$ cat src/rtl/mult_lp_pkg.sv
// Shared configuration, stage record and helpers for the mult_lp_v2 shift-add multiplier.
// The stage record is sized from the package configuration; the top checks that its parameters agree.
package mult_lp_pkg;

  localparam int unsigned MULT_W  = 16;
  localparam int unsigned MULT_K  = 2;
  localparam int unsigned MULT_TW = 4;

  typedef struct packed {
    logic                  vld;
    logic                  sgn;
    logic                  neg;
    logic [MULT_TW-1:0]    tag;
    logic [MULT_W-1:0]     a;
    logic [MULT_W-1:0]     b;
    logic [2*MULT_W-1:0]   sum;
  } stage_t;

  function automatic int unsigned latency(input int unsigned w, input int unsigned k);
    return (w / k) + 32'd1;
  endfunction

  // The most negative value maps to 2^(W-1), which still fits as an unsigned W-bit magnitude.
  function automatic logic [MULT_W-1:0] magnitude(input logic [MULT_W-1:0] v, input logic is_signed);
    logic [MULT_W-1:0] m;
    if (is_signed && v[MULT_W-1]) begin
      m = ~v + {{(MULT_W-1){1'b0}}, 1'b1};
    end else begin
      m = v;
    end
    return m;
  endfunction

endpackage

$ cat src/rtl/mult_lp_v2_if.sv
// Operand/result handshake bundle for mult_lp_v2.
interface mult_lp_v2_if #(
  parameter int unsigned W  = 16,
  parameter int unsigned TW = 4
);
  logic              in_valid;
  logic              in_ready;
  logic              in_signed;
  logic [W-1:0]      dA;
  logic [W-1:0]      dB;
  logic [TW-1:0]     in_tag;
  logic              out_valid;
  logic              out_ready;
  logic [2*W-1:0]    a_mult_b;
  logic [TW-1:0]     out_tag;

  modport master (
    output in_valid, in_signed, dA, dB, in_tag, out_ready,
    input  in_ready, out_valid, a_mult_b, out_tag
  );

  modport slave (
    input  in_valid, in_signed, dA, dB, in_tag, out_ready,
    output in_ready, out_valid, a_mult_b, out_tag
  );
endinterface

$ cat src/rtl/mult_lp_stage.sv
// One shift-add stage: folds the K-bit multiplier digit selected by IDX (MSB digit first) into the partial sum.
module mult_lp_stage
  import mult_lp_pkg::*;
#(
  parameter int unsigned IDX = 0
) (
  input  logic   clk,
  input  logic   rst_n,
  input  logic   stall,
  input  stage_t prev,
  output stage_t cur
);

  localparam int unsigned W   = MULT_W;
  localparam int unsigned K   = MULT_K;
  localparam int unsigned MSB = W - 1 - IDX * K;

  logic [K-1:0]   digit;
  logic [2*W-1:0] partial;
  stage_t         cur_d;
  stage_t         cur_q;

  always_comb begin
    cur_d   = cur_q;
    digit   = prev.b[MSB -: K];
    partial = {{W{1'b0}}, prev.a} * {{(2*W-K){1'b0}}, digit};
    if (!stall) begin
      cur_d     = prev;
      cur_d.sum = (prev.sum << K) + partial;
    end
  end

  always_ff @(posedge clk) begin
    if (!rst_n) begin
      cur_q.vld <= 1'b0;
    end else begin
      cur_q <= cur_d;
    end
  end

  assign cur = cur_q;

endmodule

$ cat src/rtl/mult_lp_v2.sv
// Fully pipelined signed/unsigned multiplier: input register, W/K shift-add stages, output register,
// with a single global stall driven by output backpressure.
module mult_lp_v2
  import mult_lp_pkg::*;
#(
  parameter int unsigned W  = MULT_W,
  parameter int unsigned K  = MULT_K,
  parameter int unsigned TW = MULT_TW
) (
  input logic           clk,
  input logic           rst_n,
  mult_lp_v2_if.slave   bus
);

  localparam int unsigned S = latency(W, K) - 32'd1;

  if (W % K != 0) begin : g_bad_k
    $error("mult_lp_v2: K (%0d) must divide W (%0d)", K, W);
  end
  if (W != MULT_W || K != MULT_K || TW != MULT_TW) begin : g_bad_cfg
    $error("mult_lp_v2: parameters must match the mult_lp_pkg stage record configuration");
  end

  logic           stall;
  stage_t         in_d;
  stage_t         in_q;
  stage_t         chain [0:S];
  logic           out_valid_d;
  logic           out_valid_q;
  logic [2*W-1:0] a_mult_b_d;
  logic [2*W-1:0] a_mult_b_q;
  logic [TW-1:0]  out_tag_d;
  logic [TW-1:0]  out_tag_q;

  assign stall        = out_valid_q && !bus.out_ready;
  assign bus.in_ready = !stall;

  always_comb begin
    in_d = in_q;
    if (!stall) begin
      in_d.vld = bus.in_valid;
      in_d.sgn = bus.in_signed;
      in_d.neg = bus.in_signed & (bus.dA[W-1] ^ bus.dB[W-1]);
      in_d.tag = bus.in_tag;
      in_d.a   = magnitude(bus.dA, bus.in_signed);
      in_d.b   = magnitude(bus.dB, bus.in_signed);
      in_d.sum = '0;
    end
  end

  assign chain[0] = in_q;

  for (genvar i = 0; i < S; i++) begin : g_stage
    mult_lp_stage #(.IDX(i)) u_stage (
      .clk   (clk),
      .rst_n (rst_n),
      .stall (stall),
      .prev  (chain[i]),
      .cur   (chain[i+1])
    );
  end

  // The last stage carries a magnitude product; the sign is applied here on the way out.
  always_comb begin
    out_valid_d = out_valid_q;
    a_mult_b_d  = a_mult_b_q;
    out_tag_d   = out_tag_q;
    if (!stall) begin
      out_valid_d = chain[S].vld;
      if (chain[S].vld) begin
        a_mult_b_d = chain[S].neg ? (~chain[S].sum + {{(2*W-1){1'b0}}, 1'b1}) : chain[S].sum;
        out_tag_d  = chain[S].tag;
      end
    end
  end

  always_ff @(posedge clk) begin
    if (!rst_n) begin
      in_q.vld    <= 1'b0;
      out_valid_q <= 1'b0;
      a_mult_b_q  <= '0;
      out_tag_q   <= '0;
    end else begin
      in_q        <= in_d;
      out_valid_q <= out_valid_d;
      a_mult_b_q  <= a_mult_b_d;
      out_tag_q   <= out_tag_d;
    end
  end

  assign bus.out_valid = out_valid_q;
  assign bus.a_mult_b  = a_mult_b_q;
  assign bus.out_tag   = out_tag_q;

endmodule

$ cat src/flat_wrapper.sv
// flat-port wrapper written by rule: the top's interface ports become plain ports
module mult_lp_v2_flat import mult_lp_pkg::*;
#(
  parameter int unsigned W  = MULT_W,
  parameter int unsigned K  = MULT_K,
  parameter int unsigned TW = MULT_TW
)
  (clk, rst_n, bus_in_valid, bus_in_signed, bus_dA, bus_dB, bus_in_tag, bus_out_ready, bus_in_ready, bus_out_valid, bus_a_mult_b, bus_out_tag);
  mult_lp_v2_if #(.W(W), .TW(TW)) bus_i ();
  input logic clk;
  input logic rst_n;
  input wire logic [$bits(bus_i.in_valid)-1:0] bus_in_valid;
  input wire logic [$bits(bus_i.in_signed)-1:0] bus_in_signed;
  input wire logic [$bits(bus_i.dA)-1:0] bus_dA;
  input wire logic [$bits(bus_i.dB)-1:0] bus_dB;
  input wire logic [$bits(bus_i.in_tag)-1:0] bus_in_tag;
  input wire logic [$bits(bus_i.out_ready)-1:0] bus_out_ready;
  output wire logic [$bits(bus_i.in_ready)-1:0] bus_in_ready;
  output wire logic [$bits(bus_i.out_valid)-1:0] bus_out_valid;
  output wire logic [$bits(bus_i.a_mult_b)-1:0] bus_a_mult_b;
  output wire logic [$bits(bus_i.out_tag)-1:0] bus_out_tag;
  assign bus_i.in_valid = bus_in_valid;
  assign bus_i.in_signed = bus_in_signed;
  assign bus_i.dA = bus_dA;
  assign bus_i.dB = bus_dB;
  assign bus_i.in_tag = bus_in_tag;
  assign bus_i.out_ready = bus_out_ready;
  assign bus_in_ready = bus_i.in_ready;
  assign bus_out_valid = bus_i.out_valid;
  assign bus_a_mult_b = bus_i.a_mult_b;
  assign bus_out_tag = bus_i.out_tag;
  mult_lp_v2 #(.W(W), .K(K), .TW(TW)) u_core (.clk(clk), .rst_n(rst_n), .bus(bus_i));
endmodule
$ cat config.mk
export PLATFORM = sky130hd
export DESIGN_NAME = mult_lp_v2_flat
export DESIGN_NICKNAME = d
export VERILOG_FILES = /design/src/rtl/mult_lp_pkg.sv /design/src/rtl/mult_lp_v2_if.sv /design/src/rtl/mult_lp_stage.sv /design/src/rtl/mult_lp_v2.sv /design/src/flat_wrapper.sv
export SDC_FILE = /design/constraint.sdc
export NUM_CORES = 1
export LEC_CHECK = 0
export CAP_MARGIN = 20
export CORE_ASPECT_RATIO = 2
export CORE_MARGIN = 2
export CORE_UTILIZATION = 35
export CTS_CLUSTER_SIZE = 10
export DETAILED_ROUTE_END_ITERATION = 16
export SYNTH_ARGS = -nofsm -noshare
export SYNTH_HDL_FRONTEND = slang
export SYNTH_SLANG_ARGS = --single-unit
$ cat constraint.sdc
create_clock -name clk -period 15 [get_ports clk]
set_clock_uncertainty 0.05 [all_clocks]
set_input_delay 1.5 -clock clk [delete_from_list [all_inputs] [get_ports clk]]
set_output_delay 1.5 -clock clk [all_outputs]
set_load 0.005 [all_outputs]
==> out/qor.csv, run 1 <==
stage,metric,value,unit
place,Placed Area,29300,sq um
place,post-DP HPWL,37200,um
synth,Mapped Cells,2410,
clocking,root buffer cell,clkbuf_16,
global_routing,total grt overflow,0,
global_routing,initial antenna violation count,0,
worst_setup_path,worst reg2reg path depth,11,
floorplan,Die Span Y,399,um
sta,fin crit share,32.8,%
worst_setup_path,Crit Reg-Reg Startpoint,u_core.g_stage[6].u_stage.cur[33],
worst_setup_path,crit path kind,in2out,
layout,Layout area overhead,13.1,%
worst_setup_path,CP required,13450,ps
worst_setup_path,CP Capture Type,output pin,
layout,most frequent cells in the layout,"edfxtp_1 (445), nand2_1 (331), inv_1 (326), ha_1 (144), xnor2_1 (120)",
sta,Fin Setup TNS,0,ps
layout,"Core Util, Final",40.0,%
layout,Post-Layout Inst Area,30900,sq um
sta,worst slew pin tran,1100,ps
worst_setup_path,Reg2Reg Setup Slack,10190,ps
route,DR vias,17400,
worst_setup_path,worst-path maximum fanout,13,
synth,ys flop type,edfxtp_1,
sta,Max Freq,204,MHz
job,Max-Cap Viols,0,
min_path,Worst Hold Class,reg2reg,
synth,syn nets,2701,
clocking,"Reg clk slew, reported paths",60,ps
global_routing,pin count of the biggest net entering global routing,181,
route,Avg WL per Cell,13.9,um
worst_setup_path,"slowest stage delay, CP",550,ps
synth,ys async rst share,0,%
min_path,Hold Path Sink,u_core.g_stage[7].u_stage.cur[67],
clocking,H-tree Lvls,2,
sta,final worst path period need,4910,ps
pwr,maximum vdd drop,0.000104,V
floorplan,Die X-Extent,201,um
min_path,Worst Hold Path Cells,0,
floorplan,Site Rows,144,
synth,Synth area leaders,"edfxtp_1 (49%), fa_1 (7.8%), ha_1 (6.6%)",
clocking,Max clock buf depth,3,
route,"antenna viol nets, final",0,
worst_setup_path,Worst EP arrival,3360,ps
clocking,post-cts sizing count,0,
layout,NumNets Final,2803,
worst_setup_path,worst reg2reg path endpoint,u_core.g_stage[7].u_stage.cur[24],
layout,diodes inserted,0,
clocking,CTS Hold Bufs,0,
sta,RSZ-0062 raised after global routing,no,
floorplan,starting density of the core,35.4,%
layout,# fillers,7433,
global_routing,wire length of the first global-routing pass,82700,um
sta,Final setup violation count,0,
worst_setup_path,crit path max-delay cell type,nor2b_1,
route,Via density,4.88,
floorplan,IO Pins,79,
layout,"commonest non-fill, non-tap cell in the layout",edfxtp_1,
route,initial drt markers,631,
clocking,total CTS buffers,55,
global_routing,total track usage,12.5,%
route,Routed Wire Length,49700,um
synth,mean post-synth cell area,11.3,sq um
min_path,Hold Startpoint,u_core.g_stage[6].u_stage.cur[67],
clocking,TritonCTS clock tree,built,
synth,top-area cell type share of the netlist area,48.9,%
place,IO buf count,78,
worst_setup_path,CP Cell Sequence,clkdlybuf4s50_1 > nor2b_1 > inv_1 > clkdlybuf4s50_1,
sta,final hold violation count,0,
floorplan,Die ar.,80400,sq um
place,GPL Wtd Cong,0.834,
clocking,clk_lat worst skew,600,ps
floorplan,Core Region,77100,sq um
worst_setup_path,CP most frequent cell,clkdlybuf4s50_1,
synth,Yosys cell types,67,
sta,final worst slack,10090,ps
synth,Post-synth EDFFs,445,
sta,Slew headroom,25.7,%
place,dpl ws,9440,ps
synth,Synth warnings,0,
route,Residual DRC,0,
layout,layout cells sized above 1,3.19,%
pwr,PD cells,158,nW/um^2
synth,Yosys reg bits,491,
worst_setup_path,CP Launch Type,input pin,
synth,Mapped Area,27300,sq um
global_routing,vias in the first global route,18900,
outcome,status,finished clean,
pwr,leakage,13.0,nW
sta,max-slew violations,0,
synth,sequential cell area fraction in the yosys report,52.3,%
clocking,sinks on the clock net,491,
route,total iterations of the first detailed-routing run,5,
clocking,Post-CTS Setup Repair Bufs,0,
synth,largest area contributor in the synthesized netlist,edfxtp_1,
## worst max-delay path by stage
stage                                      start                                 to
2_1_floorplan                      bus_out_ready                  u_core.chain[600]
3_3_place_gp                       bus_out_ready   u_core.g_stage[0].u_stage.cur[0]
3_5_place_dp                       bus_out_ready                  u_core.chain[616]
4_1_cts                            bus_out_ready   u_core.g_stage[0].u_stage.cur[2]
5_1_grt        u_core.g_stage[6].u_stage.cur[33]  u_core.g_stage[7].u_stage.cur[24]
6_report                           bus_out_ready                       bus_in_ready
## worst max-delay path, delay by kind of cell
family | cells | cell delay (ps)
buf+inv | 3 | 1310
simple gates | 1 | 550
## stage by stage
stage               power (mW)  hold slack, ps  std cells
floorplan                 3.33             350       2410
global placement          3.63             353       3476
global route              5.21             367       3562
detailed placement        3.70             355       3476
CTS                       4.91             364       3561
finish                    4.88             361       3562
## power by group
| group | total, mW | internal [mW] | leakage [nW] | switching, mW |
|---|---|---|---|---|
| clock | 1.20 | 0.682 | 0.744 | 0.516 |
| sequential | 2.00 | 1.86 | 4.73 | 0.134 |
| combinational | 1.69 | 0.722 | 7.48 | 0.964 |
## routing by layer
layer / track usage [%] / wire (um) / share of wire (%)
met1: 9.89 / 15700 / 32
met2: 27.5 / 30100 / 61
met3: 1.82 / 1520 / 3.1
met4: 6.62 / 2300 / 4.6
met5: 0 / 0 / 0
## cells in the mapped netlist (all sizes together), types with 23 or more instances
cell type    n
nor3        27
o21a        23
and2        90
nand2      331
xor2        84
nand3       33
fa         106
a21oi      110
nor2        89
ha         144
clkbuf      37
edfxtp     445
o21ai       89
nand2b      23
dfxtp       46
a21o        51
xnor2      120
inv        326
## cell families (layout without fill, tap and decap cells)
| logic type | count (synthesis) | after routing | share of synthesized area (%) |
|---|---|---|---|
| AND/OR/NAND/NOR | 678 | 678 | 11.6 |
| flip-flops | 491 | 491 | 52.3 |
| AO/OA/AOI/OAI | 419 | 419 | 10.1 |
| buffers and inverters | 367 | 497 | 5.05 |
| adder cells (fa/ha/maj) | 250 | 250 | 14.4 |
| XOR/XNOR | 204 | 204 | 6.54 |
| multiplexers | 1 | 1 | 0.0412 |
## flip-flops by register name, summed over array words and instances (netlist names)
signal / cells
u_core.bus.out_valid: 1
u_core.chain: 38
u_core.bus.a_mult_b: 32
u_core.g_stage.u_stage.cur: 416
u_core.bus.out_tag: 4
## cell type report
cell class / count / area [sq um] / share of cell area (%)
Inverter: 326 / 1220 / 3.96
Sequential cell: 491 / 14300 / 46.3
Multi-Input combinational cell: 1552 / 11600 / 37.7
Clock buffer: 82 / 1500 / 4.86
Tap cell: 1022 / 1280 / 4.14
Timing Repair Buffer: 86 / 886 / 2.87
Clock inverter: 3 / 53.8 / 0.174
(Power assumes the default switching activity.)
==> run 2: changes to the inputs <==
- clock period: 15 -> 5 ns (I/O delays scaled with it)
==> run 2 against run 1 <==
Net effect:
- critical path type is now reg2reg
- non-clock buffer count rose by 12
- critical path depth grew 8
- clock power increased to 3.1 times the previous value
- utilization rose by 0.13 points
- via count is essentially flat
- register-to-register slack worse by 9600 ps
- wire length increased by 3.3%
- largest power group unchanged
- worst hold slack worse by 19 ps
- global-route usage rose by 0.52 points
- sequential share of layout area down 0.15 points
- sequential power rose to 3.0 times the previous value
- power grew to 3.0 times the previous value
==> out/qor.csv, run 2 (same netlist as run 1, synthesis figures left out) <==
stage,metric,value,unit
min_path,Hold Path Sink,u_core.g_stage[4].u_stage.cur[33],
global_routing,total grt overflow,0,
pwr,Net Switching,4.90,mW
clocking,total CTS buffers,56,
place,IO buf count,78,
pwr,PD cells,477,nW/um^2
global_routing,wire length of the first global-routing pass,85500,um
floorplan,Die X-Extent,201,um
sta,final hold violation count,0,
pwr,P_int,9.88,mW
sta,Max Freq,226,MHz
route,total iterations of the first detailed-routing run,5,
global_routing,vias in the first global route,19100,
floorplan,Site Rows,144,
route,initial drt markers,613,
worst_setup_path,CP required,5280,ps
place,placed cell count,3489,
worst_setup_path,worst reg2reg path endpoint,u_core.g_stage[5].u_stage.cur[24],
layout,"commonest non-fill, non-tap cell in the layout",edfxtp_1,
clocking,"Reg clk slew, reported paths",60,ps
layout,diodes inserted,0,
clocking,H-tree Lvls,2,
worst_setup_path,CP Capture Type,flop,
worst_setup_path,Worst EP arrival,4710,ps
floorplan,Core Region,77100,sq um
pwr,Tot Pwr,14.8,mW
layout,# fillers,7471,
sta,final worst path period need,4430,ps
place,GPL Wtd Cong,0.883,
global_routing,total track usage,13.0,%
pwr,Clk pwr share,24.8,%
place,post-DP HPWL,39500,um
sta,RSZ-0062 raised after global routing,no,
worst_setup_path,crit path kind,reg2reg,
outcome,status,finished clean,
global_routing,pin count of the biggest net entering global routing,99,
pwr,sw frac,33.1,%
layout,number of flip-flops in the largest register,416,
floorplan,starting density of the core,35.4,%
route,Routed Wire Length,51300,um
clocking,Max clock buf depth,3,
clocking,CTS Hold Bufs,0,
route,Residual DRC,0,
pwr,maximum vdd drop,0.000264,V
layout,NumNets Final,2816,
route,DR vias,17400,
clocking,root buffer cell,clkbuf_16,
pwr,Reg power frac,40.6,%
layout,area occupied by multi-input gates,11600,sq um
pwr,Gate power share,34.6,%
worst_setup_path,Crit Reg-Reg Startpoint,u_core.g_stage[4].u_stage.cur[37],
worst_setup_path,worst reg2reg path depth,12,
layout,layout cells sized above 1,3.84,%
clocking,sinks on the clock net,491,
sta,worst slew pin tran,938,ps
global_routing,initial antenna violation count,0,
sta,Final setup violation count,0,
min_path,Worst Hold Path Cells,0,
worst_setup_path,Reg2Reg Setup Slack,570,ps
floorplan,Die ar.,80400,sq um
sta,Fin Setup TNS,0,ps
clocking,post-cts sizing count,0,
layout,Layout area overhead,13.4,%
route,Avg WL per Cell,14.3,um
sta,Slew headroom,37.5,%
sta,fin crit share,88.6,%
pwr,leakage,13.0,nW
sta,worst hold margin,342,ps
layout,most frequent cells in the layout,"edfxtp_1 (445), nand2_1 (331), inv_1 (326), ha_1 (144), xnor2_1 (120)",
sta,max-slew violations,0,
worst_setup_path,CP Launch Type,flop,
min_path,Worst Hold Class,reg2reg,
floorplan,IO Pins,79,
clocking,Post-CTS Setup Repair Bufs,0,
layout,fin cells,3576,
route,Via density,4.86,
clocking,clk_lat worst skew,610,ps
min_path,Hold Startpoint,u_core.g_stage[3].u_stage.cur[33],
clocking,TritonCTS clock tree,built,
job,Max-Cap Viols,0,
floorplan,Die Span Y,399,um
worst_setup_path,worst-path maximum fanout,10,
layout,Reg area,14300,sq um
route,"antenna viol nets, final",0,
## run 2: cell count changes in the layout (fill, tap and decap cells not counted), sizes merged
cell,before,now
buf,8,20
bufinv,0,1
clkbuf,82,79
clkinv,2,5
inv,327,328
## run 2: cell type report
cell class | count | share of cell area (%)
Clock buffer | 79 | 4.80
Clock inverter | 8 | 0.303
Inverter | 326 | 3.95
Multi-Input combinational cell | 1552 | 37.6
Sequential cell | 491 | 46.1
Tap cell | 1022 | 4.13
Timing Repair Buffer | 98 | 3.09
## run 2: power by group through the flow
stage	combinational, mW	clock [mW]	sequential [mW]
after floorplan	3.99	0	5.95
after global placement	4.90	0	6.06
after detailed placement	5.09	0	6.09
after CTS	5.12	3.77	6.00
after global routing	5.81	3.92	6.09
final	5.11	3.66	6.00
## run 2: per-layer routing
metal,wire length (um),vias up,part of all wire (%),global-route usage [%]
met3,1490,189,2.9,1.80
met5,0,-,0,0
li1,-,8501,-,-
met1,15800,8382,31,10.3
met2,31000,322,61,28.3
met4,2930,0,5.7,7.77
## run 2: critical path: stages (launching register included)
cell      delay (ps)
edfxtp_1         540
buf_4            240
nand2_1           90
fa_1             510
inv_1             70
fa_1             460
a21o_1           230
a221oi_1         510
a21oi_1          230
a211oi_1         560
o21ai_0          350
a31oi_1          240
a21oi_1           60
## run 2: stage by stage
| stage | cell area (sq um) | utilization, % | setup slack [ps] |
|---|---|---|---|
| after floorplan | 27300 | - | 452 |
| after global placement | 29400 | 38.1 | 811 |
| after detailed placement | 29400 | 38.1 | 667 |
| after CTS | 31000 | 40.2 | 656 |
| after global routing | 31000 | 40.2 | 266 |
| final | 31000 | 40.2 | 568 |
## run 2: how the worst max path moves through the flow
stage / to / startpoint / slack (ps) / cells past startpoint
2_1_floorplan: u_core.chain[600] / bus_out_ready / 450 / 4
3_3_place_gp: u_core.g_stage[5].u_stage.cur[24] / u_core.g_stage[4].u_stage.cur[37] / 810 / 12
3_5_place_dp: u_core.g_stage[5].u_stage.cur[24] / u_core.g_stage[4].u_stage.cur[37] / 670 / 12
4_1_cts: u_core.g_stage[5].u_stage.cur[24] / u_core.g_stage[4].u_stage.cur[37] / 660 / 12
5_1_grt: u_core.g_stage[5].u_stage.cur[22] / u_core.g_stage[4].u_stage.cur[37] / 270 / 12
6_report: u_core.g_stage[5].u_stage.cur[24] / u_core.g_stage[4].u_stage.cur[37] / 570 / 12
